## src/rtl/regfile_scoreboard_if.sv

```systemverilog
// Decode/write-back handshake bundle for regfile_scoreboard.
// master = decode/write-back side, slave = scoreboard.
interface regfile_scoreboard_if #(
  parameter int unsigned ADDR_WID   = 4,
  parameter int unsigned NUM_OF_REG = 8
);
  logic                  flush;
  logic                  issue_valid;
  logic                  issue_ready;
  logic [ADDR_WID-1:0]   issue_srcA;
  logic [ADDR_WID-1:0]   issue_srcB;
  logic [ADDR_WID-1:0]   issue_destE;
  logic [ADDR_WID-1:0]   issue_destM;
  logic                  wb_valid;
  logic [ADDR_WID-1:0]   wb_destE;
  logic [ADDR_WID-1:0]   wb_destM;
  logic                  stall;
  logic [NUM_OF_REG-1:0] busy_mask;
  logic                  idle;
  logic                  err_underflow;

  modport master (
    output flush, issue_valid, issue_srcA, issue_srcB, issue_destE, issue_destM,
    output wb_valid, wb_destE, wb_destM,
    input  issue_ready, stall, busy_mask, idle, err_underflow
  );

  modport slave (
    input  flush, issue_valid, issue_srcA, issue_srcB, issue_destE, issue_destM,
    input  wb_valid, wb_destE, wb_destM,
    output issue_ready, stall, busy_mask, idle, err_underflow
  );
endinterface

```

## src/rtl/regfile_scoreboard.sv

```systemverilog
// Register-file scoreboard: counts in-flight writes per architectural register
// and stalls decode issue while a source still has an older write pending.
// Optional macro SCOREBOARD_BYPASS_EN lets a same-cycle retire resolve the
// last pending write (matching register-file write-then-read timing).
module regfile_scoreboard #(
  parameter int unsigned ADDR_WID   = 4,
  parameter int unsigned NUM_OF_REG = 8,
  parameter int unsigned RNONE      = 15,
  parameter int unsigned CNT_WID    = 2
) (
  input logic                  CLK,
  input logic                  RST_N,
  regfile_scoreboard_if.slave  sbIf
);

  localparam logic [CNT_WID-1:0]  CNT_MAX   = '1;
  localparam logic [ADDR_WID-1:0] NONE_ADDR = ADDR_WID'(RNONE);

  logic [CNT_WID-1:0]    cnt     [NUM_OF_REG];
  logic [CNT_WID-1:0]    cntNext [NUM_OF_REG];
  logic [NUM_OF_REG-1:0] retiring;
  logic [NUM_OF_REG-1:0] issuing;
  logic [NUM_OF_REG-1:0] pendReg;
  logic [NUM_OF_REG-1:0] satReg;
  logic [NUM_OF_REG-1:0] busyNext;
  logic [NUM_OF_REG-1:0] busyQ;
  logic                  pendA, pendB, sat;
  logic                  stallC, readyC, accept;
  logic                  idleQ, errQ, errNext;

  // Per-register retire/pending/saturation view and the source hazard terms
  always_comb begin
    retiring = '0;
    pendReg  = '0;
    satReg   = '0;
    pendA    = 1'b0;
    pendB    = 1'b0;
    sat      = 1'b0;
    for (int r = 0; r < NUM_OF_REG; r++) begin
      if (ADDR_WID'(r) != NONE_ADDR) begin
        retiring[r] = sbIf.wb_valid &&
                      (sbIf.wb_destE == ADDR_WID'(r) || sbIf.wb_destM == ADDR_WID'(r));
`ifdef SCOREBOARD_BYPASS_EN
        pendReg[r]  = (cnt[r] != '0) && !((cnt[r] == CNT_WID'(1)) && retiring[r]);
        satReg[r]   = (cnt[r] == CNT_MAX) && !retiring[r];
`else
        pendReg[r]  = (cnt[r] != '0);
        satReg[r]   = (cnt[r] == CNT_MAX);
`endif
        if (pendReg[r] && sbIf.issue_srcA == ADDR_WID'(r)) pendA = 1'b1;
        if (pendReg[r] && sbIf.issue_srcB == ADDR_WID'(r)) pendB = 1'b1;
        if (satReg[r] && (sbIf.issue_destE == ADDR_WID'(r) ||
                          sbIf.issue_destM == ADDR_WID'(r))) sat = 1'b1;
      end
    end
  end

  assign stallC = sbIf.issue_valid && (pendA || pendB);
  assign readyC = !stallC && !sat && !sbIf.flush;
  assign accept = sbIf.issue_valid && readyC;

  // Next-state counters: flush clears, otherwise net issue-minus-retire per register
  always_comb begin
    issuing  = '0;
    busyNext = '0;
    errNext  = errQ;
    for (int r = 0; r < NUM_OF_REG; r++) begin
      cntNext[r] = cnt[r];
      if (ADDR_WID'(r) != NONE_ADDR) begin
        issuing[r] = accept &&
                     (sbIf.issue_destE == ADDR_WID'(r) || sbIf.issue_destM == ADDR_WID'(r));
      end
      if (sbIf.flush) begin
        cntNext[r] = '0;
      end else if (issuing[r] && !retiring[r]) begin
        cntNext[r] = cnt[r] + CNT_WID'(1);
      end else if (retiring[r] && !issuing[r]) begin
        if (cnt[r] == '0) errNext = 1'b1;
        else              cntNext[r] = cnt[r] - CNT_WID'(1);
      end
      busyNext[r] = (cntNext[r] != '0);
    end
  end

  // Counter, debug mask and sticky error registers
  always_ff @(posedge CLK or negedge RST_N) begin
    if (!RST_N) begin
      for (int r = 0; r < NUM_OF_REG; r++) cnt[r] <= '0;
      busyQ <= '0;
      idleQ <= 1'b1;
      errQ  <= 1'b0;
    end else begin
      for (int r = 0; r < NUM_OF_REG; r++) cnt[r] <= cntNext[r];
      busyQ <= busyNext;
      idleQ <= (busyNext == '0);
      errQ  <= errNext;
    end
  end

  assign sbIf.stall         = stallC;
  assign sbIf.issue_ready   = readyC;
  assign sbIf.busy_mask     = busyQ;
  assign sbIf.idle          = idleQ;
  assign sbIf.err_underflow = errQ;

endmodule

```

## src/flat_wrapper.sv

```systemverilog
// flat-port wrapper written by rule: the top's interface ports become plain ports
module regfile_scoreboard_flat 
#(
  parameter int unsigned ADDR_WID   = 4,
  parameter int unsigned NUM_OF_REG = 8,
  parameter int unsigned RNONE      = 15,
  parameter int unsigned CNT_WID    = 2
)
  (CLK, RST_N, sbIf_flush, sbIf_issue_valid, sbIf_issue_srcA, sbIf_issue_srcB, sbIf_issue_destE, sbIf_issue_destM, sbIf_wb_valid, sbIf_wb_destE, sbIf_wb_destM, sbIf_issue_ready, sbIf_stall, sbIf_busy_mask, sbIf_idle, sbIf_err_underflow);
  regfile_scoreboard_if #(.ADDR_WID(ADDR_WID), .NUM_OF_REG(NUM_OF_REG)) sbIf_i ();
  input logic CLK;
  input logic RST_N;
  input wire logic [$bits(sbIf_i.flush)-1:0] sbIf_flush;
  input wire logic [$bits(sbIf_i.issue_valid)-1:0] sbIf_issue_valid;
  input wire logic [$bits(sbIf_i.issue_srcA)-1:0] sbIf_issue_srcA;
  input wire logic [$bits(sbIf_i.issue_srcB)-1:0] sbIf_issue_srcB;
  input wire logic [$bits(sbIf_i.issue_destE)-1:0] sbIf_issue_destE;
  input wire logic [$bits(sbIf_i.issue_destM)-1:0] sbIf_issue_destM;
  input wire logic [$bits(sbIf_i.wb_valid)-1:0] sbIf_wb_valid;
  input wire logic [$bits(sbIf_i.wb_destE)-1:0] sbIf_wb_destE;
  input wire logic [$bits(sbIf_i.wb_destM)-1:0] sbIf_wb_destM;
  output wire logic [$bits(sbIf_i.issue_ready)-1:0] sbIf_issue_ready;
  output wire logic [$bits(sbIf_i.stall)-1:0] sbIf_stall;
  output wire logic [$bits(sbIf_i.busy_mask)-1:0] sbIf_busy_mask;
  output wire logic [$bits(sbIf_i.idle)-1:0] sbIf_idle;
  output wire logic [$bits(sbIf_i.err_underflow)-1:0] sbIf_err_underflow;
  assign sbIf_i.flush = sbIf_flush;
  assign sbIf_i.issue_valid = sbIf_issue_valid;
  assign sbIf_i.issue_srcA = sbIf_issue_srcA;
  assign sbIf_i.issue_srcB = sbIf_issue_srcB;
  assign sbIf_i.issue_destE = sbIf_issue_destE;
  assign sbIf_i.issue_destM = sbIf_issue_destM;
  assign sbIf_i.wb_valid = sbIf_wb_valid;
  assign sbIf_i.wb_destE = sbIf_wb_destE;
  assign sbIf_i.wb_destM = sbIf_wb_destM;
  assign sbIf_issue_ready = sbIf_i.issue_ready;
  assign sbIf_stall = sbIf_i.stall;
  assign sbIf_busy_mask = sbIf_i.busy_mask;
  assign sbIf_idle = sbIf_i.idle;
  assign sbIf_err_underflow = sbIf_i.err_underflow;
  regfile_scoreboard #(.ADDR_WID(ADDR_WID), .NUM_OF_REG(NUM_OF_REG), .RNONE(RNONE), .CNT_WID(CNT_WID)) u_core (.CLK(CLK), .RST_N(RST_N), .sbIf(sbIf_i));
endmodule
```

## config.mk

```make
export PLATFORM = sky130hd
export DESIGN_NAME = regfile_scoreboard_flat
export DESIGN_NICKNAME = d
export VERILOG_FILES = /design/src/rtl/regfile_scoreboard_if.sv /design/src/rtl/regfile_scoreboard.sv /design/src/flat_wrapper.sv
export SDC_FILE = /design/constraint.sdc
export NUM_CORES = 1
export LEC_CHECK = 0
export ABC_AREA = 1
export CORE_ASPECT_RATIO = 0.8
export CORE_MARGIN = 10
export CORE_UTILIZATION = 50
export DETAILED_ROUTE_END_ITERATION = 10
export PLACE_DENSITY = 0.84
export SYNTH_ARGS = -nofsm -noshare
export SYNTH_HDL_FRONTEND = slang
export SYNTH_SLANG_ARGS = --single-unit
```

## constraint.sdc

```tcl
create_clock -name CLK -period 2.4 [get_ports CLK]
set_clock_uncertainty 0.2 [all_clocks]
set_input_delay 0.72 -clock CLK [delete_from_list [all_inputs] [get_ports CLK]]
set_output_delay 0.72 -clock CLK [all_outputs]
set_load 0.05 [all_outputs]
```

==> impl_metrics.yaml, run 1 <==
detailed_routing:
  num_vias: 4326
  drt-wirelength-per-cell_um: 24.9
  route.final.wire_length_um: 16200
  detailed_routing_iteration_count_for_the_pre_antenna_repair_pass: 11
  number_of_design_rule_violations_left_after_detail_routing: 0
  drt_first_iter_violations: 808
  post_drt_via_cell_ratio: 6.67
  route.antenna.remaining_nets: 0
logic_synthesis:
  async_reset_ff_share_pct: 100
  number_of_register_bits_inferred_by_synthesis: 26
  post_synth_main_area_contributors: "sky130_fd_sc_hd__dfrtp_1 (23%), sky130_fd_sc_hd__nand2_1 (17%), sky130_fd_sc_hd__nand3_1 (14%)"
  syn_nets: 487
  synth_top_area_share_pct: 22.9
  synth_cell_types: 24
  synth-main-ff-cell: "sky130_fd_sc_hd__dfrtp_1"
  ys_top_cells_by_count: "sky130_fd_sc_hd__nand2_1 (126), sky130_fd_sc_hd__inv_1 (90), sky130_fd_sc_hd__nand3_1 (78), sky130_fd_sc_hd__ha_1 (31), sky130_fd_sc_hd__dfrtp_1 (25)"
  syn_inst: 427
  synth_most_common_cell: "sky130_fd_sc_hd__nand2_1"
  synth_top_cell_by_area: "sky130_fd_sc_hd__dfrtp_1"
  netlist_area_mm2: 0.00273
  syn_avg_cell_area_um2: 6.40
  synth_edf_count: 0
  synth_warnings: 0
  synth_seq_area_share_pct: 23.9
timing:
  final_hold_viol_count: 0
  worstMarginPinSlew_ns: 0.438
  rsz0062_at_grt: "true"
  final_period_minus_worst_setup_slack_ns: 3.07
  setup_tns_ns: -8.49
  slew_viol_final: 0
  setup_viol: 28
  layout_worst_path_cycle_share_pct: 128
  finalWorstSetupSlack_ns: -0.672
  achievable-frequency_mhz: 325
  relSlewSlack_pct: 70.8
critical_path:
  worst_setup_path_end_kind: "register"
  critical_path_class: "reg2reg"
  required_ns: 2.42
  slowest_stage_delay_on_critical_path_ns: 0.43
  critPathSlowestCell: "sky130_fd_sc_hd__dfrtp_1"
  critical_path.reg2reg.startpoint: "u_core.cnt[11]"
  cp_cell_sequence: "inv_1, ha_4, nand2_2, nand3_2, nand3_2, nand3b_1, nand2_2, nand2_4, buf_4, buf_4, nand3_4, nor2_4, nand3_1, nand2_1, inv_1, nand2_1, nand2_1, nor2_2, nand2_1, nor2_1"
  r2r_cells: 20
  setup.worst_path.start_class: "register"
  regToRegSetupSlack_ns: -0.67
  critPathMaxFanout: 5
  reg2reg_to: "u_core.sbIf.idle"
  cpMostUsedCell: "sky130_fd_sc_hd__nand2_1"
  arrival_ns: 3.09
cts:
  ctsHtreeMaxLevel: 1
  cts_hold_buf: 0
  cts_inserted_buffers: 3
  clk_pin_slew_worst_paths_ns: 0.10
  cts_root_buf: "sky130_fd_sc_hd__clkbuf_8"
  clock_latency_ns: 0.28
  cts_tree: "yes"
  cts_buffer_depth: 2
  clkSinkCount: 26
status:
  violated_checks: "negative setup slack"
  outcome: "finished with violations"
flow_run:
  drv_cap: 0
grt:
  via_count_of_the_first_global_routing_pass: 3780
  grt_util_all_layers_pct: 24.5
  grt_max_degree: 27
  antenna_violations_before_repair: 0
  grt_first_pass_wirelength_um: 17700
  grt.overflow.total: 0
pwr:
  power.static_leakage_nw: 2.74
  power_per_cell_area_mw_per_mm2: 296
  ir_drop_mv: 0.304
place:
  buffer_ports.inserted: 40
  place_inst: 604
  dp_hpwl_um: 6610
  routabilityCongestion: 1.02
worst_hold_path:
  min_delay_worst_type: "reg2reg"
  hold_path.startpoint: "u_core.sbIf.err_underflow"
  min_delay_path_depth: 1
  min_delay_worst_endpoint: "u_core.sbIf.err_underflow"
floorplan:
  initial_utilization_pct: 53.0
  die_area_mm2: 0.00884
  fp.dieH_um: 86.1
  placeableCoreArea_mm2: 0.00515
  boundaryPins: 41
  std_cell_rows: 23
  die_x_um: 103
cells_and_area:
  nets: 648
  layoutNonFillerInstCount: 649
  fillerInstances: 109
  num_antenna_cells: 0
  area.growth.synth_to_final_pct: 81.9
  drive_above_1_share_pct: 57.9
==> cell families after synthesis <==
kind of cell    share of synthesized area (%)
compound gates                           2.02
flops                                    23.9
buf+inv                                  13.9
fa+ha+maj                                14.2
simple gates                             46.0
==> placed cells by master, fill, tap and decap left out, types with 2 or more instances in the layout <==
| master | Yosys | final |
|---|---|---|
| sky130_fd_sc_hd__buf_4 | 1 | 103 |
| sky130_fd_sc_hd__nand2_2 | 8 | 61 |
| sky130_fd_sc_hd__nand2_1 | 126 | 61 |
| sky130_fd_sc_hd__inv_1 | 90 | 56 |
| sky130_fd_sc_hd__nand3_1 | 78 | 46 |
| sky130_fd_sc_hd__inv_2 | 5 | 33 |
| sky130_fd_sc_hd__nand3_2 | 2 | 32 |
| sky130_fd_sc_hd__buf_6 | 1 | 32 |
| sky130_fd_sc_hd__dfrtp_1 | 25 | 25 |
| sky130_fd_sc_hd__ha_1 | 31 | 19 |
| sky130_fd_sc_hd__nand2_4 | 1 | 13 |
| sky130_fd_sc_hd__nor2_4 | 0 | 13 |
| sky130_fd_sc_hd__nor2_1 | 23 | 9 |
| sky130_fd_sc_hd__clkdlybuf4s50_1 | 0 | 9 |
| sky130_fd_sc_hd__nand4_1 | 8 | 8 |
| sky130_fd_sc_hd__ha_4 | 0 | 8 |
| sky130_fd_sc_hd__nor2_2 | 6 | 7 |
| sky130_fd_sc_hd__nand4_4 | 2 | 5 |
| sky130_fd_sc_hd__a21oi_2 | 0 | 5 |
| sky130_fd_sc_hd__ha_2 | 0 | 4 |
| sky130_fd_sc_hd__dlygate4sd2_1 | 0 | 4 |
| sky130_fd_sc_hd__nand3b_1 | 3 | 3 |
| sky130_fd_sc_hd__inv_4 | 0 | 3 |
| sky130_fd_sc_hd__clkbuf_8 | 0 | 3 |
| sky130_fd_sc_hd__dlymetal6s2s_1 | 0 | 3 |
| sky130_fd_sc_hd__buf_12 | 0 | 3 |
| sky130_fd_sc_hd__nand3_4 | 0 | 2 |
| sky130_fd_sc_hd__a21oi_1 | 8 | 2 |
| sky130_fd_sc_hd__buf_8 | 0 | 2 |
==> metrics by stage <==
step | total power, mW | setup WS [ns] | instance area (µm²) | hold WS [ns] | utilization [%]
final | 1.47 | -0.672 | 4970 | 0.366 | 96.4
after global routing | 1.51 | -0.724 | 4970 | 0.361 | 96.4
after CTS | 1.30 | -0.357 | 4380 | 0.272 | 85.0
after detailed placement | 0.875 | -0.912 | 3830 | 0.250 | 74.4
after global placement | 0.864 | -0.849 | 3830 | 0.250 | 74.4
after floorplan | 0.679 | -0.409 | 2800 | 0.224 | -
==> report_power, final <==
| group | internal (mW) | switching [mW] | leakage [nW] |
|---|---|---|---|
| combinational | 0.253 | 0.367 | 2.35 |
| clock | 0.224 | 0.161 | 0.0357 |
| sequential | 0.455 | 0.00920 | 0.352 |
| total | 0.932 | 0.537 | 2.74 |
==> final cells by class <==
| class | count | area (µm²) | share of cell area (%) |
|---|---|---|---|
| Tap cell | 62 | 77.6 | 1.56 |
| Multi-Input combinational cell | 303 | 2370 | 47.7 |
| Sequential cell | 26 | 652 | 13.1 |
| Timing Repair Buffer | 158 | 1400 | 28.2 |
| Inverter | 96 | 395 | 7.96 |
| Clock inverter | 1 | 30.0 | 0.605 |
| Clock buffer | 3 | 41.3 | 0.831 |
==> sequential cells by signal, summed over array words and instances (netlist names) <==
| name | cells |
|---|---|
| u_core.cnt | 16 |
| u_core.sbIf.busy_mask | 8 |
| u_core.sbIf.err_underflow | 1 |
| u_core.sbIf.idle | 1 |
==> worst max path at each step <==
stage / to / start / cells after the start / slack (ns)
3_3_place_gp: u_core.sbIf.idle / sbIf_issue_destE[1] / 18 / -0.85
6_report: u_core.sbIf.idle / u_core.cnt[11] / 20 / -0.67
4_1_cts: sbIf_issue_ready / sbIf_issue_srcA[2] / 12 / -0.36
3_5_place_dp: u_core.sbIf.idle / sbIf_issue_destE[1] / 18 / -0.91
2_1_floorplan: sbIf_issue_ready / sbIf_issue_srcA[2] / 9 / -0.41
5_1_grt: u_core.sbIf.idle / u_core.cnt[11] / 20 / -0.72
==> worst max-delay path: cells and delay by family, from the launching register on <==
family,cells,cell delay (ns)
AND/OR/NAND/NOR,15,1.64
flip-flops,1,0.43
buffers and inverters,4,0.56
adder cells (fa/ha/maj),1,0.20
==> what timing repair did <==
action,in CTS,in global routing
endpoints found under the setup margin,28,28
buffers inserted,31,22
gates resized for setup,140,148
pin swaps,38,64
==> per-layer routing <==
metal	up-vias	track usage, %	routed length (µm)
met3	207	5.53	2230
met5	-	0	0
met4	0	12.9	1550
li1	1649	-	-
met1	1978	26.8	5300
met2	492	42.9	7080
(Power assumes the default switching activity.)
==> inputs of run 2 (changes only) <==
--- a/config.mk
+++ b/config.mk
@@ -9,8 +9,9 @@
 export CORE_ASPECT_RATIO = 0.8
 export CORE_MARGIN = 10
 export CORE_UTILIZATION = 50
+export CTS_CLUSTER_DIAMETER = 60
 export DETAILED_ROUTE_END_ITERATION = 10
-export PLACE_DENSITY = 0.84
+export PLACE_DENSITY = 0.78
 export SYNTH_ARGS = -nofsm -noshare
 export SYNTH_HDL_FRONTEND = slang
 export SYNTH_SLANG_ARGS = --single-unit
==> run 2 against run 1 <==
Net effect: the run now fails in 5_1_grt; synthesized cell count unchanged; synthesized area unchanged.
==> impl_metrics.yaml, run 2 <==
logic_synthesis:
  synth_cell_types: 24
  number_of_register_bits_inferred_by_synthesis: 26
  syn_avg_cell_area_um2: 6.40
  synth-main-ff-cell: "sky130_fd_sc_hd__dfrtp_1"
  netlist_area_mm2: 0.00273
  syn_nets: 487
  post_synth_main_area_contributors: "sky130_fd_sc_hd__dfrtp_1 (23%), sky130_fd_sc_hd__nand2_1 (17%), sky130_fd_sc_hd__nand3_1 (14%)"
  synth_seq_area_share_pct: 23.9
  synth_top_cell_by_area: "sky130_fd_sc_hd__dfrtp_1"
  synth_edf_count: 0
  synth_warnings: 0
  synth_most_common_cell: "sky130_fd_sc_hd__nand2_1"
  async_reset_ff_share_pct: 100
  syn_inst: 427
  synth_top_area_share_pct: 22.9
  ys_top_cells_by_count: "sky130_fd_sc_hd__nand2_1 (126), sky130_fd_sc_hd__inv_1 (90), sky130_fd_sc_hd__nand3_1 (78), sky130_fd_sc_hd__ha_1 (31), sky130_fd_sc_hd__dfrtp_1 (25)"
cts:
  cts_buffer_depth: 2
  clkSinkCount: 26
  cts_inserted_buffers: 3
  ctsHtreeMaxLevel: 1
  cts_root_buf: "sky130_fd_sc_hd__clkbuf_8"
  cts_hold_buf: 0
floorplan:
  std_cell_rows: 23
  die_x_um: 103
  initial_utilization_pct: 53.0
  fp.dieH_um: 86.1
  boundaryPins: 41
timing:
  globalroute.repair_timing.worst_endpoint: "sbIf_issue_ready"
  worst_endpoint_kind: "output port"
place:
  place_inst: 614
  buffer_ports.inserted: 40
  dp_hpwl_um: 6870
  pre_cts_setup_slack_ns: -0.901
  routabilityCongestion: 0.963
status:
  outcome: "stopped before the end"
  stop_error: "[ERROR DPL-0038] Utilization greater than 100%, impossible to legalize"
  flow.stopped_at: "5_1_grt"
grt:
  grt_max_degree: 27
[run 2: kinds of logic after synthesis]
logic type               Yosys count  synth area share (%)
AND/OR/NAND/NOR                  262                  46.0
buffers and inverters             98                  13.9
adder cells (fa/ha/maj)           31                  14.2
flip-flops                        26                  23.9
AO/OA/AOI/OAI                     10                  2.02
[run 2: per-stage QoR]
step | hold WS [ns] | area, µm² | TNS [ns] | utilization, %
detailed placement | 0.255 | 3930 | -18.01 | 76.3
floorplan | 0.224 | 2800 | -0.467 | -
global placement | 0.247 | 3930 | -15.88 | 76.3
CTS | 0.279 | 4570 | -1.48 | 88.7
[run 2: repair_timing]
action,4_1_cts
buffers inserted,31
pin swaps,60
setup endpoints to repair,28
resized for setup,179
==> inputs of run 3 (changes only) <==
--- a/config.mk
+++ b/config.mk
@@ -6,12 +6,10 @@
 export NUM_CORES = 1
 export LEC_CHECK = 0
 export ABC_AREA = 1
-export CORE_ASPECT_RATIO = 0.8
 export CORE_MARGIN = 10
-export CORE_UTILIZATION = 50
-export CTS_CLUSTER_DIAMETER = 60
+export CORE_UTILIZATION = 40
 export DETAILED_ROUTE_END_ITERATION = 10
-export PLACE_DENSITY = 0.78
+export PLACE_DENSITY_LB_ADDON = 0.15
 export SYNTH_ARGS = -nofsm -noshare
 export SYNTH_HDL_FRONTEND = slang
 export SYNTH_SLANG_ARGS = --single-unit
==> constraint.sdc (replaced) <==
create_clock -name CLK -period 3.1 [get_ports CLK]
set_clock_uncertainty 0.2 [all_clocks]
set_input_delay 0.93 -clock CLK [delete_from_list [all_inputs] [get_ports CLK]]
set_output_delay 0.93 -clock CLK [all_outputs]
set_load 0.05 [all_outputs]
==> run 3 against run 2 <==
Net effect: the run now ends clean.
==> impl_metrics.yaml, run 3 (same netlist as run 1, synthesis figures left out) <==
status:
  outcome: "completed"
timing:
  worstMarginPinSlew_ns: 0.507
  relSlewSlack_pct: 66.1
  layout_worst_path_cycle_share_pct: 98.5
  final_period_minus_worst_setup_slack_ns: 3.05
  rsz0062_at_grt: "true"
  achievable-frequency_mhz: 327
  setup_viol: 0
  setup_tns_ns: 0
  final_hold_viol_count: 0
  slew_viol_final: 0
  hold_ws_ns: 0.266
cells_and_area:
  mostFrequentLayoutCells: "sky130_fd_sc_hd__nand2_1 (103), sky130_fd_sc_hd__inv_1 (83), sky130_fd_sc_hd__nand3_1 (72)"
  registers.top_by_ff_count: "u_core.cnt"
  most_common_cell_after_layout_fill_and_taps_aside: "sky130_fd_sc_hd__nand2_1"
  layout.cell_area.non_filler_mm2: 0.00394
  area.growth.synth_to_final_pct: 44.1
  drive_above_1_share_pct: 31.0
  layoutNonFillerInstCount: 616
  nets: 597
  largest_register_ffs: 16
  fillerInstances: 653
  num_antenna_cells: 0
  postLayoutCoreUtil_pct: 58.6
place:
  place_inst: 594
  routabilityCongestion: 0.923
  dp_area_mm2: 0.00361
  buffer_ports.inserted: 40
  dp_hpwl_um: 6090
floorplan:
  boundaryPins: 41
  die_area_mm2: 0.0105
  die_x_um: 103
  fp.dieH_um: 103
  std_cell_rows: 30
  placeableCoreArea_mm2: 0.00672
  initial_utilization_pct: 40.7
grt:
  grt_first_pass_wirelength_um: 13100
  grt_util_all_layers_pct: 15.4
  antenna_violations_before_repair: 0
  grt_max_degree: 27
  via_count_of_the_first_global_routing_pass: 2838
  grt.overflow.total: 0
critical_path:
  slowest_stage_delay_on_critical_path_ns: 0.63
  critPathSlowestCell: "sky130_fd_sc_hd__clkdlybuf4s50_1"
  worst_setup_path_end_kind: "output pin"
  critical_path.reg2reg.startpoint: "u_core.cnt[8]"
  setup.worst_path.start_class: "primary input"
  cpLargestDelayFamily: "buffers and inverters"
  critical_path_class: "in2out"
  arrival_ns: 1.92
  cp_cell_sequence: "clkdlybuf4s50_1, nand2_4, inv_4, nor2_4, buf_12"
  reg2reg_to: "u_core.sbIf.err_underflow"
  regToRegSetupSlack_ns: 0.24
  required_ns: 1.97
  critPathMaxFanout: 4
  r2r_cells: 17
  worst-path-buf-inv: 3
detailed_routing:
  route.antenna.remaining_nets: 0
  drt_first_iter_violations: 175
  post_drt_via_cell_ratio: 4.82
  route.final.wire_length_um: 7880
  detailed_routing_iteration_count_for_the_pre_antenna_repair_pass: 4
  number_of_design_rule_violations_left_after_detail_routing: 0
  num_vias: 2970
  drt-wirelength-per-cell_um: 12.8
pwr:
  power_per_cell_area_mw_per_mm2: 247
  clock_power_share_pct: 30.1
  p_sw_mw: 0.312
  power_frac_comb_pct: 32.9
  ir_drop_mv: 0.164
  power.static_leakage_nw: 2.27
  internal_power_mw: 0.660
  switching_share_pct: 32.1
  sequentialPowerShare_pct: 37.0
cts:
  cts_root_buf: "sky130_fd_sc_hd__clkbuf_8"
  clk_pin_slew_worst_paths_ns: 0.09
  clock_latency_ns: 0.28
  cts_inserted_buffers: 3
  cts_buffer_depth: 2
  ctsHtreeMaxLevel: 1
  cts_tree: "yes"
  cts_hold_buf: 0
  clkSinkCount: 26
worst_hold_path:
  min_delay_path_depth: 1
  min_delay_worst_endpoint: "u_core.sbIf.err_underflow"
  min_delay_worst_type: "reg2reg"
  hold_path.startpoint: "u_core.sbIf.err_underflow"
flow_run:
  drv_cap: 0
run 3: cell type report:
class                      instances  area (µm²)  area share (%)
clock inverter                     1        30.0           0.763
multi-input combinational        303        1880            47.8
sequential                        26         653            16.6
tap                               80         100            2.54
inverter                          96         363            9.22
clock buffer                       3        41.3            1.05
timing repair buffer             107         867            22.0
run 3: how the worst max path moves through the flow:
stage | cells past startpoint | end | slack, ns | from
floorplan | 9 | sbIf_issue_ready | -0.14 | sbIf_issue_srcA[2]
global placement | 11 | sbIf_issue_ready | -0.49 | sbIf_issue_destE[2]
detailed placement | 11 | sbIf_issue_ready | -0.49 | sbIf_issue_srcB[0]
CTS | 10 | sbIf_issue_ready | 0.0003 | sbIf_issue_srcB[1]
global route | 19 | u_core.sbIf.err_underflow | -0.05 | sbIf_issue_destE[1]
finish | 5 | sbIf_issue_ready | 0.05 | sbIf_issue_valid
run 3: repair_timing:
action                     in CTS  in global routing
setup endpoints to repair       4                  3
pin swaps                      15                 19
gates resized for setup        65                 47
setup buffers                  11                  7
run 3: metrics by stage:
step | power, mW | worst slack (ns)
after floorplan | 0.519 | -0.136
after global placement | 0.657 | -0.492
after detailed placement | 0.659 | -0.486
after CTS | 0.963 | 0.000268
after global routing | 1.04 | -0.0500
final | 0.972 | 0.0463
run 3: routing by layer:
layer	routed length, µm	GRT usage (%)	vias to the layer above
met5	0	0	-
met3	371	2.41	7
met1	3520	19.5	1370
li1	-	-	1537
met4	98	4.34	0
met2	3880	26.2	56
run 3: power groups by stage:
stage               clock [mW]  sequential [mW]  combinational [mW]
finish                   0.292            0.360               0.320
floorplan                    0            0.392               0.127
CTS                      0.306            0.360               0.297
detailed placement           0            0.366               0.293
global route             0.325            0.362               0.353
global placement             0            0.366               0.290
